File: src/rtl/hcsr04_avalon_responder.sv
// Avalon-MM responder for an HC-SR04 ultrasonic ranger: trigger generation,
// echo timing in microsecond ticks, cm/us results, sticky flags and irq.
module hcsr04_avalon_responder #(
    parameter int CLK_FREQ_HZ = 50000000,
    parameter int TRIG_US     = 10,
    parameter int TIMEOUT_US  = 30000,
    parameter int PERIOD_US   = 60000
) (
    input  logic        clk,
    input  logic        reset,
    input  logic [1:0]  avs_address,
    input  logic        avs_read,
    input  logic        avs_write,
    input  logic [31:0] avs_writedata,
    output logic [31:0] avs_readdata,
    output logic        irq,
    output logic        trig,
    input  logic        echo
);
    localparam int DIV    = CLK_FREQ_HZ / 1000000;
    localparam int PW     = (DIV > 1) ? $clog2(DIV) : 1;
    localparam int CM_DIV = 58;

    typedef enum logic [2:0] {S_IDLE, S_TRIG, S_WAIT, S_MEAS, S_HOLD} state_t;

    state_t        state_q, state_d;
    logic [PW-1:0] pre_q, pre_d;
    logic [31:0]   cnt_q, cnt_d;
    logic [31:0]   per_q, per_d;
    logic [5:0]    sub_q, sub_d;
    logic [9:0]    cm_q, cm_d;
    logic [2:0]    echo_sync_q;
    logic          start_q, cont_q, irq_en_q, done_q, tmo_q, trig_q;
    logic [9:0]    dist_q;
    logic [15:0]   echo_us_q;
    logic [31:0]   rdata_q, rd_mux;
    logic          tick, echo_rise, echo_fall, set_done, set_tmo, enter_trig;
    logic          wr_ctrl, wr_status;
    logic          unused_wdata;

    assign unused_wdata = ^avs_writedata[31:3];

    assign wr_ctrl   = avs_write && (avs_address == 2'd0);
    assign wr_status = avs_write && (avs_address == 2'd1);
    assign tick      = (state_q != S_IDLE) && (pre_q == PW'(DIV - 1));
    // [0],[1] synchronize; [2] is the previous synchronized value for edges
    assign echo_rise = echo_sync_q[1] & ~echo_sync_q[2];
    assign echo_fall = ~echo_sync_q[1] & echo_sync_q[2];

    always_comb begin
        state_d  = state_q;
        cnt_d    = cnt_q;
        sub_d    = sub_q;
        cm_d     = cm_q;
        set_done = 1'b0;
        set_tmo  = 1'b0;
        per_d    = (tick && per_q != 32'(PERIOD_US)) ? per_q + 32'd1 : per_q;
        case (state_q)
            S_IDLE: begin
                if (start_q || cont_q) state_d = S_TRIG;
            end
            S_TRIG: begin
                if (tick) begin
                    if (cnt_q == 32'(TRIG_US - 1)) begin
                        state_d = S_WAIT;
                        cnt_d   = '0;
                    end else begin
                        cnt_d = cnt_q + 32'd1;
                    end
                end
            end
            S_WAIT: begin
                // a tick coincident with the rise is counted so the measured
                // window equals the echo width in cycles
                if (echo_rise) begin
                    state_d = S_MEAS;
                    cnt_d   = {31'd0, tick};
                    sub_d   = {5'd0, tick};
                    cm_d    = '0;
                end else if (tick) begin
                    if (cnt_q == 32'(TIMEOUT_US - 1)) begin
                        state_d = S_HOLD;
                        set_tmo = 1'b1;
                    end else begin
                        cnt_d = cnt_q + 32'd1;
                    end
                end
            end
            S_MEAS: begin
                if (echo_fall) begin
                    state_d  = S_HOLD;
                    set_done = 1'b1;
                end else if (tick) begin
                    if (cnt_q == 32'(TIMEOUT_US - 1)) begin
                        state_d = S_HOLD;
                        set_tmo = 1'b1;
                    end else begin
                        cnt_d = cnt_q + 32'd1;
                        if (sub_q == 6'(CM_DIV - 1)) begin
                            sub_d = '0;
                            if (cm_q != 10'h3FF) cm_d = cm_q + 10'd1;
                        end else begin
                            sub_d = sub_q + 6'd1;
                        end
                    end
                end
            end
            S_HOLD: begin
                // going straight back to TRIG keeps continuous-mode spacing exact
                if (per_q == 32'(PERIOD_US) || (tick && per_q == 32'(PERIOD_US - 1)))
                    state_d = cont_q ? S_TRIG : S_IDLE;
            end
            default: state_d = S_IDLE;
        endcase

        enter_trig = (state_d == S_TRIG) && (state_q != S_TRIG);
        if (enter_trig) begin
            cnt_d = '0;
            per_d = '0;
        end
        if (state_q == S_IDLE || enter_trig || pre_q == PW'(DIV - 1))
            pre_d = '0;
        else
            pre_d = pre_q + PW'(1);
    end

    always_comb begin
        rd_mux = '0;
        case (avs_address)
            2'd0:    rd_mux = {29'd0, irq_en_q, cont_q, 1'b0};
            2'd1:    rd_mux = {29'd0, tmo_q, done_q, state_q != S_IDLE};
            2'd2:    rd_mux = {22'd0, dist_q};
            default: rd_mux = {16'd0, echo_us_q};
        endcase
    end

    always_ff @(posedge clk) begin
        if (reset) begin
            state_q     <= S_IDLE;
            pre_q       <= '0;
            cnt_q       <= '0;
            per_q       <= '0;
            sub_q       <= '0;
            cm_q        <= '0;
            echo_sync_q <= '0;
            start_q     <= 1'b0;
            cont_q      <= 1'b0;
            irq_en_q    <= 1'b0;
            done_q      <= 1'b0;
            tmo_q       <= 1'b0;
            trig_q      <= 1'b0;
            dist_q      <= '0;
            echo_us_q   <= '0;
            rdata_q     <= '0;
        end else begin
            state_q     <= state_d;
            pre_q       <= pre_d;
            cnt_q       <= cnt_d;
            per_q       <= per_d;
            sub_q       <= sub_d;
            cm_q        <= cm_d;
            echo_sync_q <= {echo_sync_q[1:0], echo};
            trig_q      <= (state_d == S_TRIG);
            start_q     <= wr_ctrl & avs_writedata[0];
            if (wr_ctrl) begin
                cont_q   <= avs_writedata[1];
                irq_en_q <= avs_writedata[2];
            end
            done_q <= set_done | (done_q & ~(wr_status & avs_writedata[1]));
            tmo_q  <= set_tmo  | (tmo_q  & ~(wr_status & avs_writedata[2]));
            if (set_done) begin
                dist_q    <= cm_q;
                echo_us_q <= (cnt_q > 32'h0000_FFFF) ? 16'hFFFF : cnt_q[15:0];
            end
            if (avs_read) rdata_q <= rd_mux;
        end
    end

    assign avs_readdata = rdata_q;
    assign trig         = trig_q;
    assign irq          = irq_en_q & (done_q | tmo_q);

endmodule

File: config.mk
export PLATFORM = sky130hd
export DESIGN_NAME = hcsr04_avalon_responder
export DESIGN_NICKNAME = d
export VERILOG_FILES = /design/src/rtl/hcsr04_avalon_responder.sv
export SDC_FILE = /design/constraint.sdc
export NUM_CORES = 1
export LEC_CHECK = 0
export BUFFER_PORTS_ARGS = -buffer_cell sky130_fd_sc_hd__buf_2
export CORE_AREA = 2 2 152 154
export CTS_CLUSTER_DIAMETER = 120
export DETAILED_ROUTE_END_ITERATION = 7
export DIE_AREA = 0 0 154 156
export PLACE_DENSITY = 0.52
export SYNTH_ARGS = -nofsm -noshare
export SYNTH_HDL_FRONTEND = slang
export SYNTH_SLANG_ARGS = --single-unit
export TNS_END_PERCENT = 5
File: constraint.sdc
create_clock -name clk -period 3.24 [get_ports clk]
set_clock_uncertainty 0.2 [all_clocks]
set_input_delay 0.324 -clock clk [delete_from_list [all_inputs] [get_ports clk]]
set_output_delay 0.324 -clock clk [all_outputs]
set_load 0.005 [all_outputs]
# Word-level counts from Yosys, hierarchy flattened
# Index checks and enable logic that the tools add are counted.
# classes
addsub	5
n_lt_le_gt_ge	1
n_eq_ne	23
n_mux	39
n_bitwise	15
n_reduce_logical	20
# ops
operator	count
$mux W32	6
$pmux W32 S3	1
$add A32 B1 Y32 const B	2
$eq A32 B16 Y1 const B	2
$mux W10	6
$pmux W16 S3	1
$eq A32 B15 Y1 const B	1
$eq A32 B4 Y1 const B	1
$gt A32 B16 Y1 const B	1
$ne A32 B16 Y1 const B	1
$mux W6	5
$mux W3	8
$pmux W10 S2	1
$mux W16	1
$pmux W3 S5	1
$ne A2 B2 Y1 const B	7
$add A6 B1 Y6 const B	2
$eq A6 B6 Y1 const B	2
$pmux W6 S2	1
$add A10 B1 Y10 const B	1
$ne A10 B10 Y1 const B	1
$and A1 B1 Y1	8
$mux W1	7
$reduce_and A7 Y1	1
other kinds (18)	35
# word_totals
ff_bits	156
input_bits	39
output_inout_bits	34
word_cells	119

# Depth between registers and ports, before layout
# Gate-level depths: netlist of run 1.
# depth
word_depth	11
ltp_mapped	10
mapped_depth_nobuf	8

# Worst setup path after synthesis of run 1
# Ideal clock, no wire load.
# synth_timing
path_kind	register -> register
from	register pre_q[0]
to	register cnt_q[20]
setup_ps	74
arrival_time_ps	2221
path_slack_ps	745
stages_incl_launch_ff	9
path_buffers	1
path_cell_list	dfxtp_1 -> ha_1 -> and4b_1 -> a31oi_2 -> or4_1 -> o22ai_2 -> buf_4 -> or3b_1 -> a31oi_1
# synth_via
elab_chain_len	9
elab_cells_between_ends	19
# synth_rtl
item	line	rtl
start: declaration	27	logic [PW-1:0] pre_q, pre_d;
start signal: assignment	157	pre_q <= pre_d;
$eq A6 B6 Y1 (*)	45	assign tick = (state_q != S_IDLE) && (pre_q == PW'(DIV - 1));
$logic_and A1 B1 Y1 (*)	45	
$logic_and A1 B1 Y1	110	if (per_q == 32'(PERIOD_US) || (tick && per_q == 32'(PERIOD_US - 1)))
$logic_or A1 B1 Y1	110	
$mux W3	110	
$pmux W3 S5	58	case (state_q)
$eq A3 B1 Y1	116	enter_trig = (state_d == S_TRIG) && (state_q != S_TRIG);
$logic_and A1 B1 Y1	116	
$reduce_or A2 Y1 (no line)	n/a	
end signal: assignment	158	cnt_q <= cnt_d;
end: declaration	28	logic [31:0] cnt_q, cnt_d;
# Mark *: on every way between the ends. The rest lies on a longest branch, timed or not. The select of a mux whose other input is x is not followed.
# A chain may end at the register's enable or synchronous reset.

# Worst setup path in the final report of run 1
# layout_timing
from	register pre_q[0]
to	register cnt_q[9]
# The elaborated chain is that of the path after synthesis.

==> results of run 1 <==
[registers in the layout, summed over array words and instances, names as in the netlist, 3 cells and up]
name          cells
per_q            32
cnt_q            32
avs_readdata     16
echo_us_q        16
cm_q             10
pre_q             6
echo_sync_q       3
state_q           3
sub_q             6
dist_q           10
[Yosys cell counts (6+ instances only)]
cell,number,area [um^2]
nand2b_1,18,113
ha_1,9,113
and2_1,12,75.1
nor4b_1,6,52.6
a41oi_1,6,52.6
and3_1,17,106
o31ai_1,10,75.1
nor3_1,32,160
nor2b_1,15,93.8
clkbuf_1,35,131
nand4_1,19,119
o21ai_0,22,110
o211ai_1,7,52.6
buf_2,8,40.0
buf_4,20,150
a21oi_1,62,310
a31oi_1,12,75.1
and4_1,10,87.6
nand3_1,54,270
nand2_1,95,357
xor2_1,19,166
nor2_1,94,353
or3_1,6,37.5
nor4_1,17,106
xnor2_1,9,78.8
inv_1,13,48.8
a311oi_1,19,166
or4_1,11,82.6
mux2i_1,12,120
mux2_2,8,90.1
dfxtp_1,140,2800
nand4b_1,6,52.6
[cells by family after synthesis]
family,after synthesis
fa+ha+maj,9
xor+xnor,28
mux,22
other cells,1
flops,140
simple gates,430
compound gates,160
buf+inv,78
[critical path: cells and delay by family (launching register included)]
family	cells	cell delay [ps]
fa+ha+maj	1	180
simple gates	2	860
buf+inv	1	280
compound gates	4	900
flops	1	370
[stage by stage]
stage | std cells | setup WS, ps | area, um^2 | util [%]
finish | 1194 | 358 | 8110 | 36.2
detailed placement | 1157 | 344 | 7470 | 33.4
floorplan | 883 | 745 | 7100 | -
global placement | 1157 | 390 | 7470 | 33.4
CTS | 1194 | 344 | 8110 | 36.2
global route | 1194 | 106 | 8110 | 36.2
[final cells by class]
| cell class | instances | area share (%) |
|---|---|---|
| repair buffers | 60 | 4.91 |
| multi-input cells | 665 | 48.4 |
| well taps | 285 | 4.40 |
| clock buffers | 20 | 5.63 |
| inverters | 13 | 0.602 |
| flip-flops and latches | 140 | 34.6 |
| clock inverters | 11 | 1.47 |
[metal layers]
metal / GRT usage [%] / up-vias
met1: 20.5 / 2892
met2: 23.5 / 79
met5: 0 / -
met3: 2.83 / 18
met4: 4.81 / 0
li1: - / 3167
[where the power goes]
group	leakage [uW]	internal, uW	switching (uW)
combinational	0.00140	35.6	73.3
sequential	0.00113	1730	4.84
clock	0.000274	1160	765
total	0.00280	2930	843
[worst paths after layout]
kind,startpoint,cells past startpoint,to
max,pre_q[0]$_SDFF_PP0_,8,cnt_q[9]$_SDFFE_PP0P_
min,avs_write,4,done_q$_SDFF_PP0_
max reg2reg,pre_q[0]$_SDFF_PP0_,8,cnt_q[9]$_SDFFE_PP0P_
min reg2reg,echo_sync_q[0]$_SDFF_PP0_,1,echo_sync_q[1]$_SDFF_PP0_
==> run summary, run 1 <==
Die
- 55 — Std-Cell Rows
- 156 um — die height
- 154 um — die extent in x
- 22400 um^2 — Core Box Area
- 24000 um^2 — DIE AREA
- 31.5% — Initial Utilization
- 73 — number of placed I/O pins

Global routing
- 0 — grt ovf
- 5768 — number of global-route vias before repair
- 14.9% — global-route total usage across every layer
- 55 — largest net degree at the start of global routing
- 29300 um — wire length of the first global-routing pass
- 0 — antenna violations before repair

Logic synthesis
- dfxtp_1 — predominant post-synthesis flop cell
- 39.8% — sequential-to-total area share from yosys stat
- simple AND/OR/NAND/NOR gates — main combinational cell family by area after synthesis
- 61 — number of distinct library cells after synthesis
- 3.62% — mux contribution to synthesized area
- 7050 um^2 — netlist area before placement
- 31.6% — Simple-Gate Fraction of Synth Area
- 0% — FFs w/ async S/R, synth
- 0 — YS warnings
- 1.60% — adder-cell area share of the yosys netlist
- 868 — gate count of the mapped netlist
- 14.5% — complex-gate fraction of the synthesized area
- 3.48% — fraction of synthesized cell area in xor and xnor cells
- 8.12 um^2 — Mean Syn Cell Area
- 140 — post-synthesis register bit count
- 0 — number of synthesized flops with an enable pin

CTS
- 0 — buffers inserted during post-CTS setup optimization
- 4 — depth of the CTS H-tree
- 140 — number of sinks driven by the clock tree
- 17 — number of buffers inserted during clock tree synthesis
- 60 ps — clock transition at the register clock pins on the worst setup and hold paths after CTS
- 6 — cts hold-fix bufs
- yes — TritonCTS clock tree
- 2 — maximum count of clock buffers along a single path
- 430 ps — Clk Latency, worst-skew pair
- clkbuf_16 — cell at the root of the clock tree
- 0 — CTS-repair resized insts

Detailed routing
- 7710 um — met2 layer wire length in the routed design
- 17100 um — final wirelength
- 347 — DRC violation total after the first TritonRoute iteration
- 6156 — total vias in the final route
- 5 — DRT Pass-1 Iters
- 5.16 — ratio of routed vias to standard cells
- met4 — Max Used Layer
- 0 — drc violations
- 434 um — total met3 wirelength after detailed routing
- 8680 um — met1 routed wirelength after detailed routing
- 14.3 um — average detailed-routed wire length per instance
- 0 — Post-DRT Antenna Nets

Critical path
- 3370 ps — data required time of the worst path
- or4_1 — cell with the largest stage delay on the worst path
- reg2reg — class of the most critical setup path
- register — type of destination of the critical path
- 3010 ps — data arrival time of the critical path
- ha_1 > and4b_1 > a31oi_2 > or4_1 > o22ai_2 > buf_4 > o21ai_0 > a311oi_1 — cell chain of the critical path
- 360 ps — worst reg2reg setup slack
- 15 — critical path fanouts, max
- 550 ps — worst stage delay on the critical path
- register — Setup crit start kind

Timing
- 39.8% — relative max-transition margin
- 0 ps — final-layout setup total negative slack
- 0 — total count of max-transition violations in the final report
- 0 — Final Setup Violations
- 347 MHz — fmax
- 89.0% — Final period util
- 2880 ps — post-layout min period
- no — RSZ-0062 raised after global routing
- 0 — number of hold violations in the final report
- 61.6 ps — Fin Hold WS
- 895 ps — worst slew pin tran

Layout
- dfxtp_1, nand2_1, nor2_1 — leading cell types in the layout, fill and taps excluded
- 0 — diode insertion count for antenna repair
- 2800 um^2 — register area
- 3930 um^2 — area of combinational cells with multiple inputs
- 11.7% — share of layout cells above drive strength 1
- 15.0% — synthesis-to-layout area growth
- 945 — net count of the finished layout
- 2336 — Filler Cell Count
- dfxtp_1 — most frequent standard cell in the layout excluding fill and tap cells

Min path
- in2reg — type of the most critical hold path

Power and ir drop
- 465 nW/um^2 — Power Density
- 3770 uW — overall power after layout
- 0.345 mV — worst ir drop on vdd
- 0.00280 uW — standby leakage power

Placement
- 27 — count of buffers inserted at the top-level ports
- 0.786 — placer congestion estimate
- 11700 um — post-detail-place hpwl

Job
- 0 — max cap viols

Outcome
- complete, no violations — result of the run

(Power assumes the default switching activity.)
==> run 2, diff against run 1 <==
--- a/config.mk
+++ b/config.mk
@@ -5,11 +5,13 @@
 export SDC_FILE = /design/constraint.sdc
 export NUM_CORES = 1
 export LEC_CHECK = 0
+export ABC_AREA = 1
 export BUFFER_PORTS_ARGS = -buffer_cell sky130_fd_sc_hd__buf_2
-export CORE_AREA = 2 2 152 154
+export CAP_MARGIN = 20
+export CORE_AREA = 2 2 165 167
 export CTS_CLUSTER_DIAMETER = 120
 export DETAILED_ROUTE_END_ITERATION = 7
-export DIE_AREA = 0 0 154 156
+export DIE_AREA = 0 0 167 169
 export PLACE_DENSITY = 0.52
 export SYNTH_ARGS = -nofsm -noshare
 export SYNTH_HDL_FRONTEND = slang
==> constraint.sdc (replaced) <==
create_clock -name clk -period 3.24 [get_ports clk]
set_clock_uncertainty 0.2 [all_clocks]
set_input_delay 0.162 -clock clk [delete_from_list [all_inputs] [get_ports clk]]
set_output_delay 0.162 -clock clk [all_outputs]
set_load 0.005 [all_outputs]
==> run 2 against run 1 <==
Clock-buffer cell count shrank 2. Critical path depth is the same. Critical endpoint is now cont_q$_SDFFE_PP0P_. Hold slack lost 46 ps. Worst setup slack gained 18 ps. Global-route usage grew 0.99 points. Wire length grew 28%. Register-to-register slack gained 190 ps. Die area grew 17%. Power grew 6.3%. Flip-flop and latch count is the same. Sequential share of layout area shrank 5.0 points.
==> run summary, run 2 <==
Logic synthesis
- nand2_1, nor2_1, inv_1 — most numerous cell types in the synthesized netlist
- 0 — number of synthesized flops with an enable pin, unchanged
- 8370 um^2 — netlist area before placement, +19%
- nand2_1 — most frequently used cell type in the post-synthesis netlist
- 33.5% — sequential-to-total area share from yosys stat, -6.3 points
- 140 — post-synthesis register bit count, unchanged
- 44 — number of distinct library cells after synthesis, -28%
- 6.50 um^2 — Mean Syn Cell Area, -20%
- dfxtp_1 — predominant post-synthesis flop cell
- 1288 — gate count of the mapped netlist, +48%
- 0 — YS warnings, unchanged
- dfxtp_1, nand2_1, nor2_1 — largest cells by area after synthesis
- 0% — FFs w/ async S/R, synth, unchanged
- dfxtp_1 — post-synthesis cell type with the largest combined area
- 33.5% — fraction of post-synthesis cell area in the top cell type by area, -6.3 points

Timing
- 0 — total count of max-transition violations in the final report, unchanged
- no — RSZ-0062 raised after global routing
- 2860 ps — post-layout min period, -18.3 ps
- 88.4% — Final period util, -0.56 points
- 15.6 ps — Fin Hold WS, -46.1 ps
- 376 ps — setup slack of the critical path after layout, +18.3 ps
- 0 ps — final-layout setup total negative slack, unchanged
- 724 ps — worst slew pin tran, -171 ps
- 51.6% — relative max-transition margin, +12 points
- 349 MHz — fmax, +0.64%
- 0 — Final Setup Violations, unchanged
- 0 — number of hold violations in the final report, unchanged

Power and ir drop
- 0.367 mV — worst ir drop on vdd, +6.3%
- 25.9% — Switching Fraction, +3.5 points
- 6.5% — Comb pwr share, +3.6 points
- 1040 uW — switching component of the power, +23%
- 49.8% — clock network fraction of total power, -1.4 points
- 0.00370 uW — standby leakage power, +32%
- 423 nW/um^2 — Power Density, -9.1%
- 43.8% — proportion of power drawn by flip-flops and latches, -2.1 points
- 2970 uW — internal power, +1.4%

Placement
- 0.858 — placer congestion estimate, +9.1%
- 15800 um — post-detail-place hpwl, +35%
- 8750 um^2 — cell area after placement, +17%
- 27 — count of buffers inserted at the top-level ports, unchanged
- 527 ps — post-place setup slack, +183 ps

Global routing
- 15.8% — global-route total usage across every layer, +0.99 points
- 0 — grt ovf, unchanged
- 7284 — number of global-route vias before repair, +26%
- 51 — largest net degree at the start of global routing, -7.3%
- 0 — antenna violations before repair, unchanged
- 36700 um — wire length of the first global-routing pass, +26%

Detailed routing
- 0 — Post-DRT Antenna Nets, unchanged
- 453 — DRC violation total after the first TritonRoute iteration, +31%
- 21900 um — final wirelength, +28%
- 4.65 — ratio of routed vias to standard cells, -9.9%
- 7782 — total vias in the final route, +26%
- 0 — drc violations, unchanged
- 5 — DRT Pass-1 Iters, unchanged
- 13.1 um — average detailed-routed wire length per instance, -8.7%

Critical path
- dlygate4sd3_1 — cell with the largest stage delay on the worst path
- buffers and inverters — kind of cell adding the most delay to the critical path
- dlygate4sd3_1 — Most common cell on crit path
- 50 — critical path fanouts, max, +35
- 600 ps — worst stage delay on the critical path, +50 ps
- dlygate4sd3_1 > buf_2 > inv_1 > buf_4 > o21ai_0 > dlygate4sd3_1 > a21oi_1 > dlygate4sd3_1 — cell chain of the critical path
- input port — Setup crit start kind
- 3040 ps — data arrival time of the critical path, +30 ps
- in2reg — class of the most critical setup path
- register — type of destination of the critical path
- 3420 ps — data required time of the worst path, +50 ps
- 6 — number of buffers and inverters on the critical path, +5

Min path
- in2reg — type of the most critical hold path

Outcome
- complete, no violations — result of the run

Layout
- nand2_1 — most frequent standard cell in the layout excluding fill and tap cells
- nand2_1, nor2_1, inv_1 — leading cell types in the layout, fill and taps excluded
- cnt_q (32), per_q (32) — Regs by FF count
- 35.8% — final core area utilization, -0.48 points
- 9480 um^2 — final standard cell area without fillers, +17%
- 0 — diode insertion count for antenna repair, unchanged
- 2873 — Filler Cell Count, +23%
- 13.3% — synthesis-to-layout area growth
- 1369 — net count of the finished layout, +45%
- 10.9% — share of layout cells above drive strength 1, -0.72 points

Die
- 60 — Std-Cell Rows, +9.1%
- 26500 um^2 — Core Box Area, +18%
- 28200 um^2 — DIE AREA, +17%
- 169 um — die height, +8.3%
- 73 — number of placed I/O pins, unchanged
- 167 um — die extent in x, +8.4%
- 31.6% — Initial Utilization, +0.064 points

CTS
- yes — TritonCTS clock tree
- 70 ps — clock transition at the register clock pins on the worst setup and hold paths after CTS, about the same
- clkbuf_16 — cell at the root of the clock tree
- 0 — buffers inserted during post-CTS setup optimization, unchanged
- 4 — depth of the CTS H-tree, unchanged
- 430 ps — Clk Latency, worst-skew pair, about the same
- 140 — number of sinks driven by the clock tree, unchanged
- 17 — number of buffers inserted during clock tree synthesis, unchanged
- 2 — maximum count of clock buffers along a single path, unchanged

Job
- 0 — max cap viols, unchanged

## run 2: layout make-up
| class | count | area (um^2) | share of cell area (%) |
|---|---|---|---|
| Sequential cell | 140 | 2800 | 29.6 |
| Clock inverter | 14 | 155 | 1.64 |
| Multi-Input combinational cell | 942 | 4650 | 49.1 |
| Timing Repair Buffer | 51 | 375 | 3.96 |
| Inverter | 169 | 634 | 6.69 |
| Clock buffer | 18 | 429 | 4.53 |
| Tap cell | 341 | 427 | 4.50 |
## run 2: what timing repair did
item	4_1_cts	5_1_grt
gates resized for setup	0	0
endpoints found under the hold margin	18	0
hold buffers	14	0
endpoints found under the setup margin	0	0
## run 2: through the flow
stage / total power, uW / cells
after floorplan: 1990 / 1303
after detailed placement: 2040 / 1629
after global routing: 4160 / 1675
final: 4010 / 1675
after CTS: 4050 / 1675
after global placement: 2040 / 1629
## run 2: logic make-up after synthesis
group	Yosys count	share of synthesized area, %
DFF	140	33.5
other	1	0.0448
and+or+nand+nor	703	36.9
xor gates and xnor gates	53	5.55
adders and majority gates	9	1.35
AOI/OAI and AO/OA	161	11.1
buffers and inverters	221	11.6
## run 2: worst reg2reg max path: stages, from the launching register on
cell	delay, ps
dfxtp_1	400
ha_1	230
nand2_1	120
nor2_4	170
nand3_2	110
nor2_4	170
nand3_4	90
nand2_2	110
nand2_1	90
nor2_4	160
nand3_4	140
nand2_4	310
buf_12	230
nor2_1	70
## run 2: power by group through the flow
stage,Combinational [uW],Clock (uW),Sequential [uW]
after floorplan,197,0,1790
after global placement,251,0,1790
after detailed placement,251,0,1790
after CTS,262,2040,1750
after global routing,291,2120,1750
final,260,1990,1750
## run 2: worst paths after layout
kind                                  start  cells past startpoint  slack, ps                      endpoint
setup reg to reg      cnt_q[0]$_SDFFE_PP0P_                     13        550        per_q[29]$_SDFFE_PP0P_
hold reg to reg   echo_sync_q[1]$_SDFF_PP0_                      2        260     echo_sync_q[2]$_SDFF_PP0_
setup / recovery                      reset                      8        380           cont_q$_SDFFE_PP0P_
hold / removal                     avs_read                      2         20  avs_readdata[0]$_SDFFE_PP0P_
## run 2: per-layer routing
layer  vias to the layer above  part of all wire [%]  track usage, %
met5                         -                     0               0
met4                         0                   1.7            4.76
met3                        23                   2.4            2.53
met2                       112                    45            25.7
met1                      3512                    51            21.7
li1                       4135                     -               -
==> run 3, diff against run 2 <==
--- a/config.mk
+++ b/config.mk
@@ -8,10 +8,11 @@
 export ABC_AREA = 1
 export BUFFER_PORTS_ARGS = -buffer_cell sky130_fd_sc_hd__buf_2
 export CAP_MARGIN = 20
-export CORE_AREA = 2 2 165 167
+export CORE_AREA = 4 4 167 169
+export CTS_BUF_LIST = sky130_fd_sc_hd__clkbuf_8
 export CTS_CLUSTER_DIAMETER = 120
 export DETAILED_ROUTE_END_ITERATION = 7
-export DIE_AREA = 0 0 167 169
+export DIE_AREA = 0 0 171 173
 export PLACE_DENSITY = 0.52
 export SYNTH_ARGS = -nofsm -noshare
 export SYNTH_HDL_FRONTEND = slang
==> run 3 against run 2 <==
Flip-flop and latch count is the same. Highest routed layer unchanged. Clock power decreased by 27%. Maximum frequency shrank 0.35%. Power is 14% lower. Wire length down 0.83%. Cell count is 0.12% higher. Sequential power about the same. Core utilization fell by 0.70 points. Final area is 1.7% lower. Register-to-register slack about the same. Critical path type unchanged. Combinational power about the same. Worst setup slack worse by 9.9 ps. Critical endpoint unchanged.
==> run summary, run 3 (synthesized netlist as in run 2, its figures left out) <==
Critical path
- buffers and inverters — kind of cell adding the most delay to the critical path
- register — type of destination of the critical path
- 580 ps — worst stage delay on the critical path, -20 ps
- dlygate4sd3_1 > buf_2 > buf_4 > inv_1 > buf_4 > o21ai_0 > dlygate4sd3_1 > a21oi_1 > dlygate4sd3_1 — cell chain of the critical path
- 7 — number of buffers and inverters on the critical path, +1
- 3450 ps — data required time of the worst path, +30 ps
- 3090 ps — data arrival time of the critical path, +50 ps
- in2reg — class of the most critical setup path
- 45 — critical path fanouts, max, -10%
- input port — Setup crit start kind
- dlygate4sd3_1 — cell with the largest stage delay on the worst path
- dlygate4sd3_1 — Most common cell on crit path

Die
- 171 um — die extent in x, +2.4%
- 29600 um^2 — DIE AREA, +4.8%
- 73 — number of placed I/O pins, unchanged
- 26600 um^2 — Core Box Area, +0.28%
- 60 — Std-Cell Rows, unchanged
- 31.5% — Initial Utilization, -0.089 points
- 173 um — die height, +2.4%

Detailed routing
- 5 — DRT Pass-1 Iters, unchanged
- 21700 um — final wirelength, -0.83%
- 437 — DRC violation total after the first TritonRoute iteration, -3.5%
- 7812 — total vias in the final route, +0.39%
- 0 — drc violations, unchanged
- 4.66 — ratio of routed vias to standard cells, +0.27%
- 12.9 um — average detailed-routed wire length per instance, -0.95%
- 0 — Post-DRT Antenna Nets, unchanged

Power and ir drop
- 371 nW/um^2 — Power Density, -12%
- 0.213 mV — worst ir drop on vdd, -42%
- 0.00362 uW — standby leakage power, -2.2%

Timing
- 0 ps — final-layout setup total negative slack, unchanged
- 57.5% — relative max-transition margin, +5.9 points
- 2870 ps — post-layout min period, +9.94 ps
- 348 MHz — fmax, -0.35%
- no — RSZ-0062 raised after global routing
- 88.7% — Final period util, +0.31 points
- 635 ps — worst slew pin tran, -88.6 ps
- 0 — total count of max-transition violations in the final report, unchanged
- 0 — Final Setup Violations, unchanged
- 0 — number of hold violations in the final report, unchanged

CTS
- 16 — cts hold-fix bufs, +2
- yes — TritonCTS clock tree
- 2 — maximum count of clock buffers along a single path, unchanged
- 100 ps — clock transition at the register clock pins on the worst setup and hold paths after CTS, +30 ps
- 140 — number of sinks driven by the clock tree, unchanged
- 460 ps — Clk Latency, worst-skew pair, +30 ps
- clkbuf_8 — cell at the root of the clock tree
- 0 — buffers inserted during post-CTS setup optimization, unchanged
- 4 — depth of the CTS H-tree, unchanged
- 0 — CTS-repair resized insts, unchanged
- 17 — number of buffers inserted during clock tree synthesis, unchanged

Placement
- 15800 um — post-detail-place hpwl, +0.13%
- 0.877 — placer congestion estimate, +2.1%
- 27 — count of buffers inserted at the top-level ports, unchanged

Layout
- 0 — diode insertion count for antenna repair, unchanged
- nand2_1, nor2_1, inv_1 — leading cell types in the layout, fill and taps excluded
- 2932 — Filler Cell Count, +2.1%
- cnt_q (32), per_q (32) — Regs by FF count
- 35.1% — final core area utilization, -0.70 points
- 11.0% — share of layout cells above drive strength 1, +0.058 points
- 11.4% — synthesis-to-layout area growth
- 1371 — net count of the finished layout, +0.15%
- 2800 um^2 — register area, unchanged
- 4650 um^2 — area of combinational cells with multiple inputs, unchanged
- nand2_1 — most frequent standard cell in the layout excluding fill and tap cells

Global routing
- 0 — grt ovf, unchanged
- 7323 — number of global-route vias before repair, +0.54%
- 14.9% — global-route total usage across every layer, -0.98 points
- 36500 um — wire length of the first global-routing pass, -0.64%
- 46 — largest net degree at the start of global routing, -9.8%
- 0 — antenna violations before repair, unchanged

Job
- 0 — max cap viols, unchanged

Min path
- in2reg — type of the most critical hold path

Outcome
- complete, no violations — result of the run

run 3: cell count changes in the layout (fill, tap and decap cells not counted), sizes merged:
cell	delta
clkbuf	-1
clkinvlp	+1
bufinv	-2
inv	+2
dlygate4sd3	+2
run 3: stage by stage:
step	power [uW]	cells	worst slack [ps]	hold WS, ps	area, um^2
after CTS	3510	1677	383	64.7	9320
final	3460	1677	366	82.0	9320
after floorplan	1990	1303	1030	69.0	8420
after detailed placement	2040	1629	535	178	8750
after global placement	2040	1629	535	172	8750
after global routing	3620	1677	210	102	9320
run 3: area by class of cell:
class | instances | area share, %
well taps | 341 | 4.58
clock inverters | 15 | 1.84
flip-flops and latches | 140 | 30.1
inverters | 169 | 6.81
clock buffers | 17 | 2.51
multi-input cells | 942 | 49.9
repair buffers | 53 | 4.24
run 3: power by group:
group          leakage (uW)  internal (uW)  total, uW  switching [uW]
Combinational       0.00229           81.0        258             177
Clock              0.000198            587       1450             865
Sequential          0.00113           1740       1750            13.8
run 3: final timing paths:
path                             endpoint                      start  cells past startpoint  slack [ps]
min          avs_readdata[2]$_SDFFE_PP0P_             avs_address[1]                      6          80
min reg2reg     echo_sync_q[1]$_SDFF_PP0_  echo_sync_q[0]$_SDFF_PP0_                      2         240
max reg2reg        cnt_q[15]$_SDFFE_PP0P_      cnt_q[0]$_SDFFE_PP0P_                     13         560
max                   cont_q$_SDFFE_PP0P_                      reset                      9         370
run 3: worst register-to-register path, cell delays in order, from the launching register on:
cell     delay (ps)
dfxtp_1         410
ha_1            220
nand2_1         120
nor2_4          170
nand3_2         100
nor2_4          170
nand3_4         100
nand2_2         110
nand2_1          90
nor2_4          150
nand3_4         130
nand2_4         300
buf_12          230
nor2_1           70
run 3: layer usage:
metal  track usage (%)  wire length [um]  vias up
met2              23.3              9810      121
met3              2.45               760       24
met1              21.0             10800     3536
li1                  -                 -     4131
met5                 0                 0        -
met4              4.42               349        0
